==> src/rtl/fp16_pkg.sv <==
// Shared fp16 constants, FSM state encoding and field helpers for the MAC engine.
package fp16_pkg;

    localparam logic signed [7:0] EXP_BIAS = 8'sd15;
    localparam logic signed [7:0] EXP_MAX  = 8'sd31;
    localparam logic [15:0]       QNAN     = 16'h7E00;
    localparam logic [15:0]       POS_INF  = 16'h7C00;
    localparam logic [15:0]       MAX_FIN  = 16'h7BFF;

    typedef enum logic [2:0] {
        IDLE,
        MUL,
        ALIGN,
        ADD,
        PACK
    } state_t;

    typedef struct packed {
        logic       sign;
        logic [4:0] exp;
        logic [9:0] man;
    } fp16_t;

    function automatic fp16_t fp_unpack(input logic [15:0] x);
        return fp16_t'(x);
    endfunction

    // Exponent 0 covers subnormals too: they are flushed to signed zero.
    function automatic logic fp_is_zero(input logic [4:0] e);
        return ~|e;
    endfunction

    function automatic logic fp_is_inf(input logic [4:0] e, input logic [9:0] m);
        return (&e) & ~|m;
    endfunction

    function automatic logic fp_is_nan(input logic [4:0] e, input logic [9:0] m);
        return (&e) & (|m);
    endfunction

endpackage

==> src/rtl/fp16_round_pack.sv <==
// Normalise (LZC), round-to-nearest-even and range-check a wide mantissa into fp16.
// Value of mant_i is mant_i / 2^(W-2) * 2^(exp_i-15); pure combinational, no handshake.
module fp16_round_pack
    import fp16_pkg::*;
#(
    parameter int W          = 15,
    parameter bit SAT_ON_OVF = 1'b0
) (
    input  logic              sign_i,
    input  logic signed [7:0] exp_i,
    input  logic [W-1:0]      mant_i,
    output logic [15:0]       res_o,
    output logic              ovf_o,
    output logic              unf_o
);

    logic [4:0]        lead;
    logic [4:0]        lz;
    logic [W-1:0]      mant_n;
    logic signed [7:0] e_n;
    logic signed [7:0] e_r;
    logic [10:0]       m11;
    logic              g_bit;
    logic              s_bit;
    logic              rnd;
    logic [11:0]       m_r;
    logic [9:0]        frac;

    always_comb begin
        lead = 5'd0;
        for (int i = 0; i < W; i++) begin
            if (mant_i[i]) lead = 5'(i);
        end
        lz     = 5'(W - 1) - lead;
        mant_n = mant_i << lz;
        e_n    = exp_i + 8'sd1 - $signed({3'b000, lz});

        m11   = mant_n[W-1 -: 11];
        g_bit = mant_n[W-12];
        s_bit = |mant_n[W-13:0];
        rnd   = g_bit & (s_bit | m11[0]);
        m_r   = {1'b0, m11} + {11'd0, rnd};

        // Rounding carry out of the hidden bit leaves mantissa 1.000 one binade up.
        e_r  = m_r[11] ? (e_n + 8'sd1) : e_n;
        frac = m_r[11] ? 10'd0 : m_r[9:0];

        res_o = {sign_i, e_r[4:0], frac};
        ovf_o = 1'b0;
        unf_o = 1'b0;
        if (~|m_r) begin
            res_o = 16'h0000;
        end else if (e_r >= EXP_MAX) begin
            ovf_o = 1'b1;
            res_o = SAT_ON_OVF ? {sign_i, MAX_FIN[14:0]} : {sign_i, POS_INF[14:0]};
        end else if (e_r <= 8'sd0) begin
            unf_o = 1'b1;
            res_o = {sign_i, 15'd0};
        end
    end

endmodule

==> src/rtl/fp16_mac_seq.sv <==
// Sequential fp16 multiply-accumulate (non-fused, RNE twice): acc <= acc + a*b.
// Latency 4 edges accept->acc, acc_valid pulse next cycle; in_ready low while busy (1 pair / 5 cycles).
module fp16_mac_seq
    import fp16_pkg::*;
#(
    parameter bit          SAT_ON_OVF = 1'b0,
    parameter logic [15:0] ACC_INIT   = 16'h0000
) (
    input  logic        clk,
    input  logic        rst,
    input  logic        clear,
    input  logic        in_valid,
    output logic        in_ready,
    input  logic [15:0] a,
    input  logic [15:0] b,
    output logic [15:0] acc,
    output logic        acc_valid,
    output logic        busy,
    output logic [2:0]  flags
);

    state_t state_q, state_d;

    logic [15:0]       a_q, b_q;
    logic [15:0]       prod_q;
    logic [2:0]        pflg_q;
    logic              spec_q;
    logic [15:0]       spec_res_q;
    logic              sinv_q;
    logic [13:0]       big_q, small_q;
    logic signed [7:0] exp_q;
    logic              sign_q;
    logic              sub_q;
    logic [14:0]       sum_q;
    logic [15:0]       acc_q;
    logic [2:0]        flags_q;
    logic              acc_vld_q;

    // ---------------- FSM ----------------
    always_comb begin
        state_d = state_q;
        if (clear) begin
            state_d = (state_q == IDLE && in_valid) ? MUL : IDLE;
        end else begin
            unique case (state_q)
                IDLE:    if (in_valid) state_d = MUL;
                MUL:     state_d = ALIGN;
                ALIGN:   state_d = ADD;
                ADD:     state_d = PACK;
                PACK:    state_d = IDLE;
                default: state_d = IDLE;
            endcase
        end
    end

    // ---------------- MUL stage ----------------
    fp16_t             ua, ub;
    logic              mul_sign;
    logic signed [7:0] exp_p;
    logic [21:0]       prod22;
    logic [15:0]       mul_rp;
    logic              mul_ovf, mul_unf;
    logic [15:0]       mul_res;
    logic [2:0]        mul_flg;
    logic              a_zero, b_zero, a_inf, b_inf, a_nan, b_nan;

    always_comb begin
        ua       = fp_unpack(a_q);
        ub       = fp_unpack(b_q);
        mul_sign = ua.sign ^ ub.sign;
        exp_p    = $signed({3'b000, ua.exp}) + $signed({3'b000, ub.exp}) - EXP_BIAS;
        prod22   = 22'({1'b1, ua.man}) * 22'({1'b1, ub.man});
        a_zero   = fp_is_zero(ua.exp);
        b_zero   = fp_is_zero(ub.exp);
        a_inf    = fp_is_inf(ua.exp, ua.man);
        b_inf    = fp_is_inf(ub.exp, ub.man);
        a_nan    = fp_is_nan(ua.exp, ua.man);
        b_nan    = fp_is_nan(ub.exp, ub.man);
    end

    fp16_round_pack #(.W(22), .SAT_ON_OVF(SAT_ON_OVF)) u_mul_rp (
        .sign_i (mul_sign),
        .exp_i  (exp_p),
        .mant_i (prod22),
        .res_o  (mul_rp),
        .ovf_o  (mul_ovf),
        .unf_o  (mul_unf)
    );

    always_comb begin
        mul_res = mul_rp;
        mul_flg = {1'b0, mul_ovf, mul_unf};
        if (a_nan || b_nan || (a_inf && b_zero) || (b_inf && a_zero)) begin
            mul_res = QNAN;
            mul_flg = 3'b100;
        end else if (a_inf || b_inf) begin
            mul_res = {mul_sign, POS_INF[14:0]};
            mul_flg = 3'b000;
        end else if (a_zero || b_zero) begin
            mul_res = {mul_sign, 15'd0};
            mul_flg = 3'b000;
        end
    end

    // ---------------- ALIGN stage ----------------
    fp16_t       up, uc;
    logic        p_ge;
    logic [4:0]  e_big, e_sml, d_sh;
    logic [9:0]  m_big, m_sml;
    logic [13:0] sml14, al_big, al_sml;
    logic        lost;
    logic        al_spec, al_inv;
    logic [15:0] al_res;
    logic        p_zero, c_zero, p_inf, c_inf, p_nan, c_nan;

    always_comb begin
        up     = fp_unpack(prod_q);
        uc     = fp_unpack(acc_q);
        p_zero = fp_is_zero(up.exp);
        c_zero = fp_is_zero(uc.exp);
        p_inf  = fp_is_inf(up.exp, up.man);
        c_inf  = fp_is_inf(uc.exp, uc.man);
        p_nan  = fp_is_nan(up.exp, up.man);
        c_nan  = fp_is_nan(uc.exp, uc.man);

        // Ordering by magnitude keeps the subtraction result non-negative.
        p_ge   = {up.exp, up.man} >= {uc.exp, uc.man};
        e_big  = p_ge ? up.exp : uc.exp;
        e_sml  = p_ge ? uc.exp : up.exp;
        m_big  = p_ge ? up.man : uc.man;
        m_sml  = p_ge ? uc.man : up.man;
        d_sh   = e_big - e_sml;
        al_big = {1'b1, m_big, 3'b000};
        sml14  = {1'b1, m_sml, 3'b000};
        lost   = |(sml14 & ((14'd1 << d_sh) - 14'd1));
        al_sml = (sml14 >> d_sh) | {13'd0, lost};

        al_spec = 1'b1;
        al_inv  = 1'b0;
        al_res  = QNAN;
        if (p_nan || c_nan) begin
            al_res = QNAN;
        end else if (p_inf && c_inf && (up.sign != uc.sign)) begin
            al_res = QNAN;
            al_inv = 1'b1;
        end else if (p_inf) begin
            al_res = prod_q;
        end else if (c_inf) begin
            al_res = acc_q;
        end else if (p_zero && c_zero) begin
            al_res = {up.sign & uc.sign, 15'd0};
        end else if (p_zero) begin
            al_res = acc_q;
        end else if (c_zero) begin
            al_res = prod_q;
        end else begin
            al_spec = 1'b0;
        end
    end

    // ---------------- ADD / PACK stages ----------------
    logic [14:0] sum_d;
    logic [15:0] add_rp;
    logic        add_ovf, add_unf;
    logic [15:0] pack_res;
    logic [2:0]  pack_flg;

    always_comb begin
        sum_d = sub_q ? ({1'b0, big_q} - {1'b0, small_q})
                      : ({1'b0, big_q} + {1'b0, small_q});
    end

    fp16_round_pack #(.W(15), .SAT_ON_OVF(SAT_ON_OVF)) u_add_rp (
        .sign_i (sign_q),
        .exp_i  (exp_q),
        .mant_i (sum_q),
        .res_o  (add_rp),
        .ovf_o  (add_ovf),
        .unf_o  (add_unf)
    );

    always_comb begin
        pack_res = spec_q ? spec_res_q : add_rp;
        pack_flg = pflg_q | (spec_q ? {sinv_q, 2'b00} : {1'b0, add_ovf, add_unf});
    end

    // ---------------- registers ----------------
    always_ff @(posedge clk) begin
        if (rst) begin
            state_q   <= IDLE;
            acc_q     <= ACC_INIT;
            flags_q   <= 3'b000;
            acc_vld_q <= 1'b0;
        end else begin
            state_q   <= state_d;
            acc_vld_q <= 1'b0;
            if (clear) begin
                acc_q   <= ACC_INIT;
                flags_q <= 3'b000;
            end else if (state_q == PACK) begin
                acc_q     <= pack_res;
                flags_q   <= flags_q | pack_flg;
                acc_vld_q <= 1'b1;
            end
        end
    end

    always_ff @(posedge clk) begin
        if (state_q == IDLE && in_valid) begin
            a_q <= a;
            b_q <= b;
        end
        if (state_q == MUL) begin
            prod_q <= mul_res;
            pflg_q <= mul_flg;
        end
        if (state_q == ALIGN) begin
            spec_q     <= al_spec;
            spec_res_q <= al_res;
            sinv_q     <= al_inv;
            big_q      <= al_big;
            small_q    <= al_sml;
            exp_q      <= $signed({3'b000, e_big});
            sign_q     <= p_ge ? up.sign : uc.sign;
            sub_q      <= up.sign ^ uc.sign;
        end
        if (state_q == ADD) begin
            sum_q <= sum_d;
        end
    end

    assign in_ready  = (state_q == IDLE);
    assign busy      = ~in_ready;
    assign acc       = acc_q;
    assign acc_valid = acc_vld_q;
    assign flags     = flags_q;

endmodule

==> config.mk <==
export PLATFORM = sky130hd
export DESIGN_NAME = fp16_mac_seq
export DESIGN_NICKNAME = d
export VERILOG_FILES = /design/src/rtl/fp16_pkg.sv /design/src/rtl/fp16_round_pack.sv /design/src/rtl/fp16_mac_seq.sv
export SDC_FILE = /design/constraint.sdc
export NUM_CORES = 1
export LEC_CHECK = 0
export BUFFER_PORTS_ARGS = -buffer_cell sky130_fd_sc_hd__clkbuf_2
export CORE_ASPECT_RATIO = 1.5
export CORE_MARGIN = 2
export CORE_UTILIZATION = 26
export CTS_CLUSTER_DIAMETER = 40
export DETAILED_ROUTE_END_ITERATION = 7
export GPL_TIMING_DRIVEN = 0
export SLEW_MARGIN = 20
export SYNTH_ARGS = -nofsm -noshare
export SYNTH_HDL_FRONTEND = slang
export SYNTH_HIERARCHICAL = 1
export SYNTH_SLANG_ARGS = --single-unit
==> constraint.sdc <==
create_clock -name clk -period 19.1 [get_ports clk]
set_input_delay 0.955 -clock clk [delete_from_list [all_inputs] [get_ports clk]]
set_output_delay 0.955 -clock clk [all_outputs]
set_load 0.02 [all_outputs]
==> results by group, run 1 <==
Run
  – Max cap viols: 0

CTS
  – Post-CTS setup buffers: 0
  – H-tree levels: 4
  – Num CTS Buffers: 17
  – Clock sink count: 138
  – Worst skew pair latency: 440 ps
  – Clock slew at reported path FFs: 60 ps
  – Root Buffer: clkbuf_16
  – Post_cts resized: 0
  – Clock Path Buffers: 2
  – CTS tree: done
  – Hold Buf Count CTS: 0

Global route
  – Initial antenna violation count: 4
  – GRT overflow: 0
  – Largest net degree at the start of global routing: 33
  – All-layer global routing usage: 15.1%
  – First-pass GRT wire length: 79.4 mm
  – Vias in the first global route: 15122

Detailed routing
  – DRT antenna net count: 0
  – Via Count: 14778
  – First drt pass iteration count: 5
  – WL final: 49.5 mm
  – DR DRC count: 0
  – Detailed Route Iter0 Violations: 922
  – DR vias/cell: 5.29
  – Wire per inst: 17.7 um

Synth
  – Post-synth ARST share: 0%
  – Top cells by count, synth: inv_1 (152), nor2_1 (151), nand2_1 (138)
  – Mapped Cells: 1890
  – Main combinational cell family by area after synthesis: simple AND/OR/NAND/NOR gates
  – Simple-Gate Fraction of Synth Area: 21.5%
  – Adder-Cell Fraction of Synth Area: 20.1%
  – Synth Register Bits: 138
  – Syn_area_per_cell: 8.83 um^2
  – Synth Flop Type: edfxtp_1
  – Post-synthesis xor/xnor area fraction: 4.08%
  – Mapped Area: 0.0167 mm^2
  – Count leader, synth: inv_1
  – Yosys cell types: 105
  – Post-synth EDFFs: 115
  – Synth top area share: 20.7%
  – Mux contribution to synthesized area: 5.49%
  – Synth Area in Compound Gates: 19.1%
  – Synth area leaders: edfxtp_1 (21%), fa_1 (10%), ha_1 (10%)
  – Yosys top cell by area: edfxtp_1
  – Synth Warn #: 6
  – Sequential-to-total area share from yosys stat: 23.4%

STA
  – Period minus WS final: 12520 ps
  – Fmax: 0.0799 GHz
  – RSZ-0062 raised after global routing: no
  – Final hold vios: 0
  – TNS Setup: 0 ps
  – Final Slew Violations: 0
  – Period utilization: 65.6%
  – Hold_ws: 500 ps
  – Clock Skews: 8.88 ps
  – # setup viols final: 0
  – Rel. slew slack: 27.3%
  – Final worst-path setup slack: 6580 ps
  – Worst-Margin Slew: 1090 ps

Hold path
  – Min-Delay Path Class: flop to flop

Placed design
  – I/O Buffers: 57
  – Pre-CTS setup slack: 6610 ps
  – GP Congestion: 0.942
  – Placed cells: 2762
  – Detailed placement HPWL: 40.5 mm

Die
  – Core outline area: 0.0635 mm^2
  – Die area: 0.0663 mm^2
  – Row cnt: 113
  – Die Wd: 211 um
  – DIE HEIGHT: 314 um
  – Total I/O pin count: 58
  – Initial Utilization: 26.3%

Layout
  – Nets@finish: 2230
  – Filler Cell Count: 6620
  – Fraction of layout cells with a size suffix above 1: 10.4%
  – Final Non-Filler Cells: 2795
  – Area grow syn2layout: 11.9%

Worst setup path
  – CP max-delay cell: nor4_1
  – Crit-path max cell delay: 840 ps
  – Worst Path Required: 19410 ps
  – Startpoint Class: flop
  – CP arrival: 12830 ps
  – Critical path peak fanout: 10
  – CP Class: flop to flop
  – Crit end category: flop

Outcome
  – Status: completed
## final cells by class
cell class | instances | area (um^2) | area share (%)
diodes | 1 | 2.50 | 0.0134
plain buffers | 97 | 450 | 2.41
clock buffers | 20 | 479 | 2.57
well taps | 805 | 1010 | 5.39
clock inverters | 12 | 125 | 0.670
multi-input cells | 1502 | 11800 | 63.0
inverters | 157 | 589 | 3.16
flip-flops and latches | 138 | 3910 | 21.0
repair buffers | 63 | 343 | 1.84
## cell usage in the layout, fill, tap and decap left out, types with 20 or more instances in the layout
cell and n:
inv_1 152, nor2_1 151, nand2_1 138, ha_1 134
edfxtp_1 115, and2_1 90, a21oi_1 84, fa_1 84
o21ai_0 75, mux2i_1 68, clkbuf_1 64, clkbuf_2 57
xnor2_1 54, nor3_1 47, nand3_1 46, a211oi_1 36
nor2b_1 29, a21o_1 29, nor4_1 25, dfxtp_1 23
or2_2 21, buf_2 21, and3_1 20, xor2_1 20
a31oi_1 20
## worst max-delay path, delay by kind of cell (launching register included)
family                   cells  cell delay, ps
adder cells (fa/ha/maj)      9            3750
flip-flops                   1             490
AND/OR/NAND/NOR             11            3150
buffers and inverters       12            2200
XOR/XNOR                     3             550
AO/OA/AOI/OAI                8            2250
## final timing paths
| check | startpoint | cells past startpoint | slack [ps] | endpoint |
|---|---|---|---|---|
| setup / recovery | a_q[6] | 43 | 6580 | prod_q[8] |
| hold / removal | flags[0] | 2 | 500 | flags[0] |
| setup reg to reg | a_q[6] | 43 | 6580 | prod_q[8] |
| hold reg to reg | flags[0] | 2 | 500 | flags[0] |
## per-layer routing
metal	GRT usage (%)	wire (um)
met1	15.2	17800
met2	29.4	26800
met3	2.07	1960
met4	8.31	2810
met5	0	27
## stage by stage
stage                     util [%]  instance area (um^2)
after floorplan                  -                 16700
after global placement        28.4                 18000
after detailed placement      28.5                 18100
after CTS                     29.4                 18700
after global routing          29.4                 18700
final                         29.4                 18700
## state kept, by name, summed over array words and instances, names as in the netlist, 3 cells and up
name,cells
exp_q,5
spec_res_q,16
sum_q,15
a_q,16
big_q,10
acc,16
prod_q,16
flags,3
b_q,16
small_q,14
state_q,3
pflg_q,3
## cells by family (layout without fill, tap and decap cells)
| family | after synthesis | in the layout |
|---|---|---|
| AO/OA/AOI/OAI | 446 | 446 |
| XOR/XNOR | 76 | 76 |
| adder cells (fa/ha/maj) | 218 | 218 |
| buffers and inverters | 254 | 349 |
| flip-flops | 138 | 138 |
| multiplexers | 82 | 82 |
| other | 1 | 6 |
| AND/OR/NAND/NOR | 675 | 675 |
Power of run 1 is not shown: default switching activity piles up to over one toggle a cycle in this logic, so the estimate is an artifact.
==> run 2: changes to the inputs <==
clock period = 13.1 ns   (was 19.1 ns; I/O delays follow)
==> results by group, run 2 (synthesis results as in run 1) <==
CTS
  – Post-CTS setup buffers: 0 (unchanged)
  – H-tree levels: 4 (unchanged)
  – Clock Path Buffers: 2 (unchanged)
  – CTS tree: done (unchanged)
  – Hold Buf Count CTS: 0 (unchanged)
  – Clock slew at reported path FFs: 70 ps (was 60 ps)
  – Post_cts resized: 0 (unchanged)
  – Num CTS Buffers: 17 (unchanged)
  – Worst skew pair latency: 440 ps (about the same)
  – Clock sink count: 138 (unchanged)
  – Root Buffer: clkbuf_16 (unchanged)

Detailed routing
  – Wire per inst: 17.7 um (about the same)
  – DRT antenna net count: 0 (unchanged)
  – Via Count: 14747 (was 14778)
  – First drt pass iteration count: 5 (unchanged)
  – WL final: 49.4 mm (was 49.5 mm)
  – Detailed Route Iter0 Violations: 1047 (was 922)
  – DR DRC count: 0 (unchanged)
  – DR vias/cell: 5.28 (was 5.29)

STA
  – Rel. slew slack: 26.3% (was 27.3%)
  – Clock Skews: 8.62 ps (was 8.88 ps)
  – Period minus WS final: 12240 ps (was 12520 ps)
  – Worst-Margin Slew: 1100 ps (was 1090 ps)
  – TNS Setup: 0 ps (unchanged)
  – Final hold vios: 0 (unchanged)
  – Period utilization: 93.4% (was 65.6%)
  – Final Slew Violations: 0 (unchanged)
  – RSZ-0062 raised after global routing: no (unchanged)
  – Fmax: 0.0817 GHz (was 0.0799 GHz)
  – # setup viols final: 0 (unchanged)

Global route
  – Largest net degree at the start of global routing: 33 (unchanged)
  – All-layer global routing usage: 15.1% (unchanged)
  – Initial antenna violation count: 4 (unchanged)
  – Vias in the first global route: 15122 (unchanged)
  – First-pass GRT wire length: 79.4 mm (unchanged)
  – GRT overflow: 0 (unchanged)

Die
  – DIE HEIGHT: 314 um (unchanged)
  – Die Wd: 211 um (unchanged)
  – Die area: 0.0663 mm^2 (unchanged)
  – Total I/O pin count: 58 (unchanged)
  – Core outline area: 0.0635 mm^2 (unchanged)
  – Row cnt: 113 (unchanged)
  – Initial Utilization: 26.3% (unchanged)

Layout
  – Area grow syn2layout: 12.0% (was 11.9%)
  – Sequential cell area: 0.00391 mm^2 (unchanged)
  – Commonest non-fill, non-tap cells in the layout: inv_1 (152), nor2_1 (151), nand2_1 (138) (unchanged)
  – Fraction of layout cells with a size suffix above 1: 10.5% (was 10.4%)
  – Filler Cell Count: 6621 (was 6620)
  – Area of the multi-input gates: 0.0118 mm^2 (about the same)
  – Nets@finish: 2230 (unchanged)
  – Core Util, Final: 29.4% (about the same)
  – Commonest non-fill, non-tap cell in the layout: inv_1 (unchanged)

Run
  – Max cap viols: 0 (unchanged)

Worst setup path
  – R2R depth: 44 (was 43)
  – Startpoint Class: flop (unchanged)
  – CP arrival: 12550 ps (was 12830 ps)
  – Worst r2r src: a_q[6] (unchanged)
  – Worst R2R End: prod_q[8] (unchanged)
  – CP Class: flop to flop (unchanged)
  – Crit-path max cell delay: 540 ps (was 840 ps)
  – Crit end category: flop (unchanged)
  – Crit. Startpoint: a_q[6] (unchanged)
  – CP max-delay cell: fa_1 (was nor4_1)
  – Critical path peak fanout: 10 (unchanged)
  – Worst Path Required: 13410 ps (was 19410 ps)
  – Crit path capture: prod_q[8] (unchanged)
  – Reg-to-reg setup timing slack: 860 ps (was 6580 ps)

Placed design
  – Detailed placement HPWL: 40.5 mm (unchanged)
  – GP Congestion: 0.942 (unchanged)
  – I/O Buffers: 57 (unchanged)

Outcome
  – Status: completed (unchanged)

Hold path
  – Min-Delay Path Class: primary input to flop (was flop to flop)
  – Hold depth: 1 (was 2)
==> run 2: cell counts in the layout (fill, tap and decap cells not counted) <==
Identical to the previous run, type by type.
==> run 2: worst min-delay path by stage <==
stage / startpoint / to / slack (ps)
4_1_cts: b[1] / b_q[1] / 360
5_1_grt: b[7] / b_q[7] / 360
6_report: b[6] / b_q[6] / 380
3_3_place_gp: flags[1] / flags[1] / 460
3_5_place_dp: flags[0] / flags[0] / 480
2_1_floorplan: small_q[0] / sum_q[0] / 480
==> run 2: through the flow <==
stage	cells	hold WS (ps)	setup slack, ps	cell area [um^2]
after floorplan	1894	477	2460	16700
after global placement	2756	459	766	18000
after detailed placement	2762	475	605	18100
after CTS	2794	359	582	18700
after global routing	2795	361	20.9	18700
final	2795	379	864	18700
==> run 2: layout make-up <==
| type | count | share of cell area (%) |
|---|---|---|
| timing repair buffer | 63 | 1.83 |
| antenna | 1 | 0.0134 |
| buffer | 97 | 2.41 |
| clock inverter | 12 | 0.670 |
| tap | 805 | 5.39 |
| inverter | 157 | 3.15 |
| multi-input combinational | 1502 | 63.0 |
| sequential | 138 | 20.9 |
| clock buffer | 20 | 2.56 |
==> run 2: per-layer routing <==
layer / vias up / wire length, um / global-route usage, %
li1: 7018 / - / -
met2: 436 / 26800 / 29.4
met5: - / 27 / 0
met1: 7140 / 18000 / 15.2
met3: 147 / 1780 / 2.07
met4: 6 / 2790 / 8.31
==> run 2: critical path: cells and delay by family, from the launching register on <==
kind                       cells  cell delay (ps)
DFF                            1              490
adders and majority gates      9             3830
AOI/OAI and AO/OA              9             2070
xor gates and xnor gates       3              740
buffers and inverters         11             2120
and+or+nand+nor               12             2850
Power of run 2 is left out for the same reason.
==> run 3: changes to the inputs <==
CORE_MARGIN = 3   (was 2)
==> results by group, run 3 (synthesis results as in run 1) <==
Worst setup path
  – CP arrival: 12670 ps (was 12550 ps)
  – CP max-delay cell: o41ai_1 (was fa_1)
  – Critical path peak fanout: 10 (unchanged)
  – Crit-path max cell delay: 860 ps (was 540 ps)
  – Crit end category: flop (unchanged)
  – Worst Path Required: 13400 ps (was 13410 ps)
  – Startpoint Class: flop (unchanged)
  – CP Class: flop to flop (unchanged)

Layout
  – Area grow syn2layout: 11.8% (was 12.0%)
  – Nets@finish: 2230 (unchanged)
  – Fraction of layout cells with a size suffix above 1: 10.4% (was 10.5%)
  – Commonest non-fill, non-tap cells in the layout: inv_1 (152), nor2_1 (151), nand2_1 (138) (unchanged)
  – Commonest non-fill, non-tap cell in the layout: inv_1 (unchanged)

Detailed routing
  – First drt pass iteration count: 5 (unchanged)
  – DRT antenna net count: 0 (unchanged)
  – DR vias/cell: 5.25 (was 5.28)
  – Via Count: 14696 (was 14747)
  – WL final: 49.5 mm (was 49.4 mm)
  – Detailed Route Iter0 Violations: 966 (was 1047)
  – DR DRC count: 0 (unchanged)
  – Wire per inst: 17.7 um (about the same)

STA
  – Period utilization: 94.4% (was 93.4%)
  – Fmax: 0.0809 GHz (was 0.0817 GHz)
  – Period minus WS final: 12360 ps (was 12240 ps)
  – Worst-Margin Slew: 1070 ps (was 1100 ps)
  – RSZ-0062 raised after global routing: no (unchanged)
  – # setup viols final: 0 (unchanged)
  – Rel. slew slack: 28.4% (was 26.3%)
  – Clock Skews: 9.68 ps (was 8.62 ps)
  – TNS Setup: 0 ps (unchanged)
  – Final Slew Violations: 0 (unchanged)
  – Final hold vios: 0 (unchanged)

Die
  – Row cnt: 113 (unchanged)
  – Total I/O pin count: 58 (unchanged)
  – DIE HEIGHT: 316 um (was 314 um)
  – Die Wd: 213 um (was 211 um)
  – Initial Utilization: 26.3% (unchanged)
  – Core outline area: 0.0635 mm^2 (unchanged)
  – Die area: 0.0673 mm^2 (was 0.0663 mm^2)

Global route
  – Largest net degree at the start of global routing: 33 (unchanged)
  – Vias in the first global route: 15099 (was 15122)
  – GRT overflow: 0 (unchanged)
  – All-layer global routing usage: 14.7% (was 15.1%)
  – First-pass GRT wire length: 79.4 mm (about the same)
  – Initial antenna violation count: 3 (was 4)

CTS
  – Hold Buf Count CTS: 0 (unchanged)
  – H-tree levels: 4 (unchanged)
  – Num CTS Buffers: 17 (unchanged)
  – Clock sink count: 138 (unchanged)
  – Clock slew at reported path FFs: 60 ps (was 70 ps)
  – CTS tree: done (unchanged)
  – Root Buffer: clkbuf_16 (unchanged)
  – Clock Path Buffers: 2 (unchanged)
  – Worst skew pair latency: 430 ps (was 440 ps)

Placed design
  – GP Congestion: 0.903 (was 0.942)
  – I/O Buffers: 57 (unchanged)
  – Detailed placement HPWL: 40.3 mm (was 40.5 mm)

Outcome
  – Status: completed (unchanged)

Run
  – Max cap viols: 0 (unchanged)

Hold path
  – Min-Delay Path Class: primary input to flop (unchanged)
run 3: cell count changes in the layout (fill, tap and decap cells not counted), moves of 2 or more:
cell	before	now
diode_2	1	3
inv_8	3	0
clkbuf_1	64	66
clkbuf_16	19	17
clkinv_2	0	2
run 3: layout make-up:
class                           instances  area [um^2]
Multi-Input combinational cell       1502        11800
Antenna cell                            3         7.51
Sequential cell                       138         3910
Inverter                              157          589
Timing Repair Buffer                   63          343
Tap cell                              805         1010
Clock inverter                         12          138
Clock buffer                           20          437
Buffer                                 97          450
Fill cell                            6698        44800
run 3: per-stage QoR:
step	hold WS (ps)	cells	utilization, %	setup WS, ps	instance area, um^2
detailed placement	474	2762	28.5	680	18100
finish	391	2797	29.4	736	18700
global route	366	2794	29.4	41.2	18700
floorplan	477	1894	-	2460	16700
global placement	460	2756	28.4	813	18000
CTS	364	2794	29.4	658	18600
run 3: repair_timing:
action,CTS,global route
setup endpoints to repair,0,14
buffers inserted,0,0
resized for setup,0,1
run 3: path summary, 6_finish.rpt:
kind	startpoint	to	slack [ps]	depth (start not counted)
setup / recovery	b_q[4]	prod_q[8]	740	43
hold / removal	b[5]	b_q[5]	390	1
setup reg to reg	b_q[4]	prod_q[8]	740	43
hold reg to reg	flags[1]	flags[1]	480	2
run 3: metal layers:
metal	vias to the layer above	wire length [um]	part of all wire [%]	track usage, %
met5	-	0	0	0
met4	0	2750	5.6	7.81
met3	142	1970	4.0	2.48
met2	385	26600	54	28.0
met1	7144	18200	37	15.2
li1	7025	-	-	-
run 3: critical path, delay by kind of cell (launching register included):
kind	cells	cell delay, ps
adder cells (fa/ha/maj)	9	3770
AO/OA/AOI/OAI	9	2700
AND/OR/NAND/NOR	10	2410
buffers and inverters	12	2250
XOR/XNOR	3	630
flip-flops	1	470
Power of run 3 is left out for the same reason.
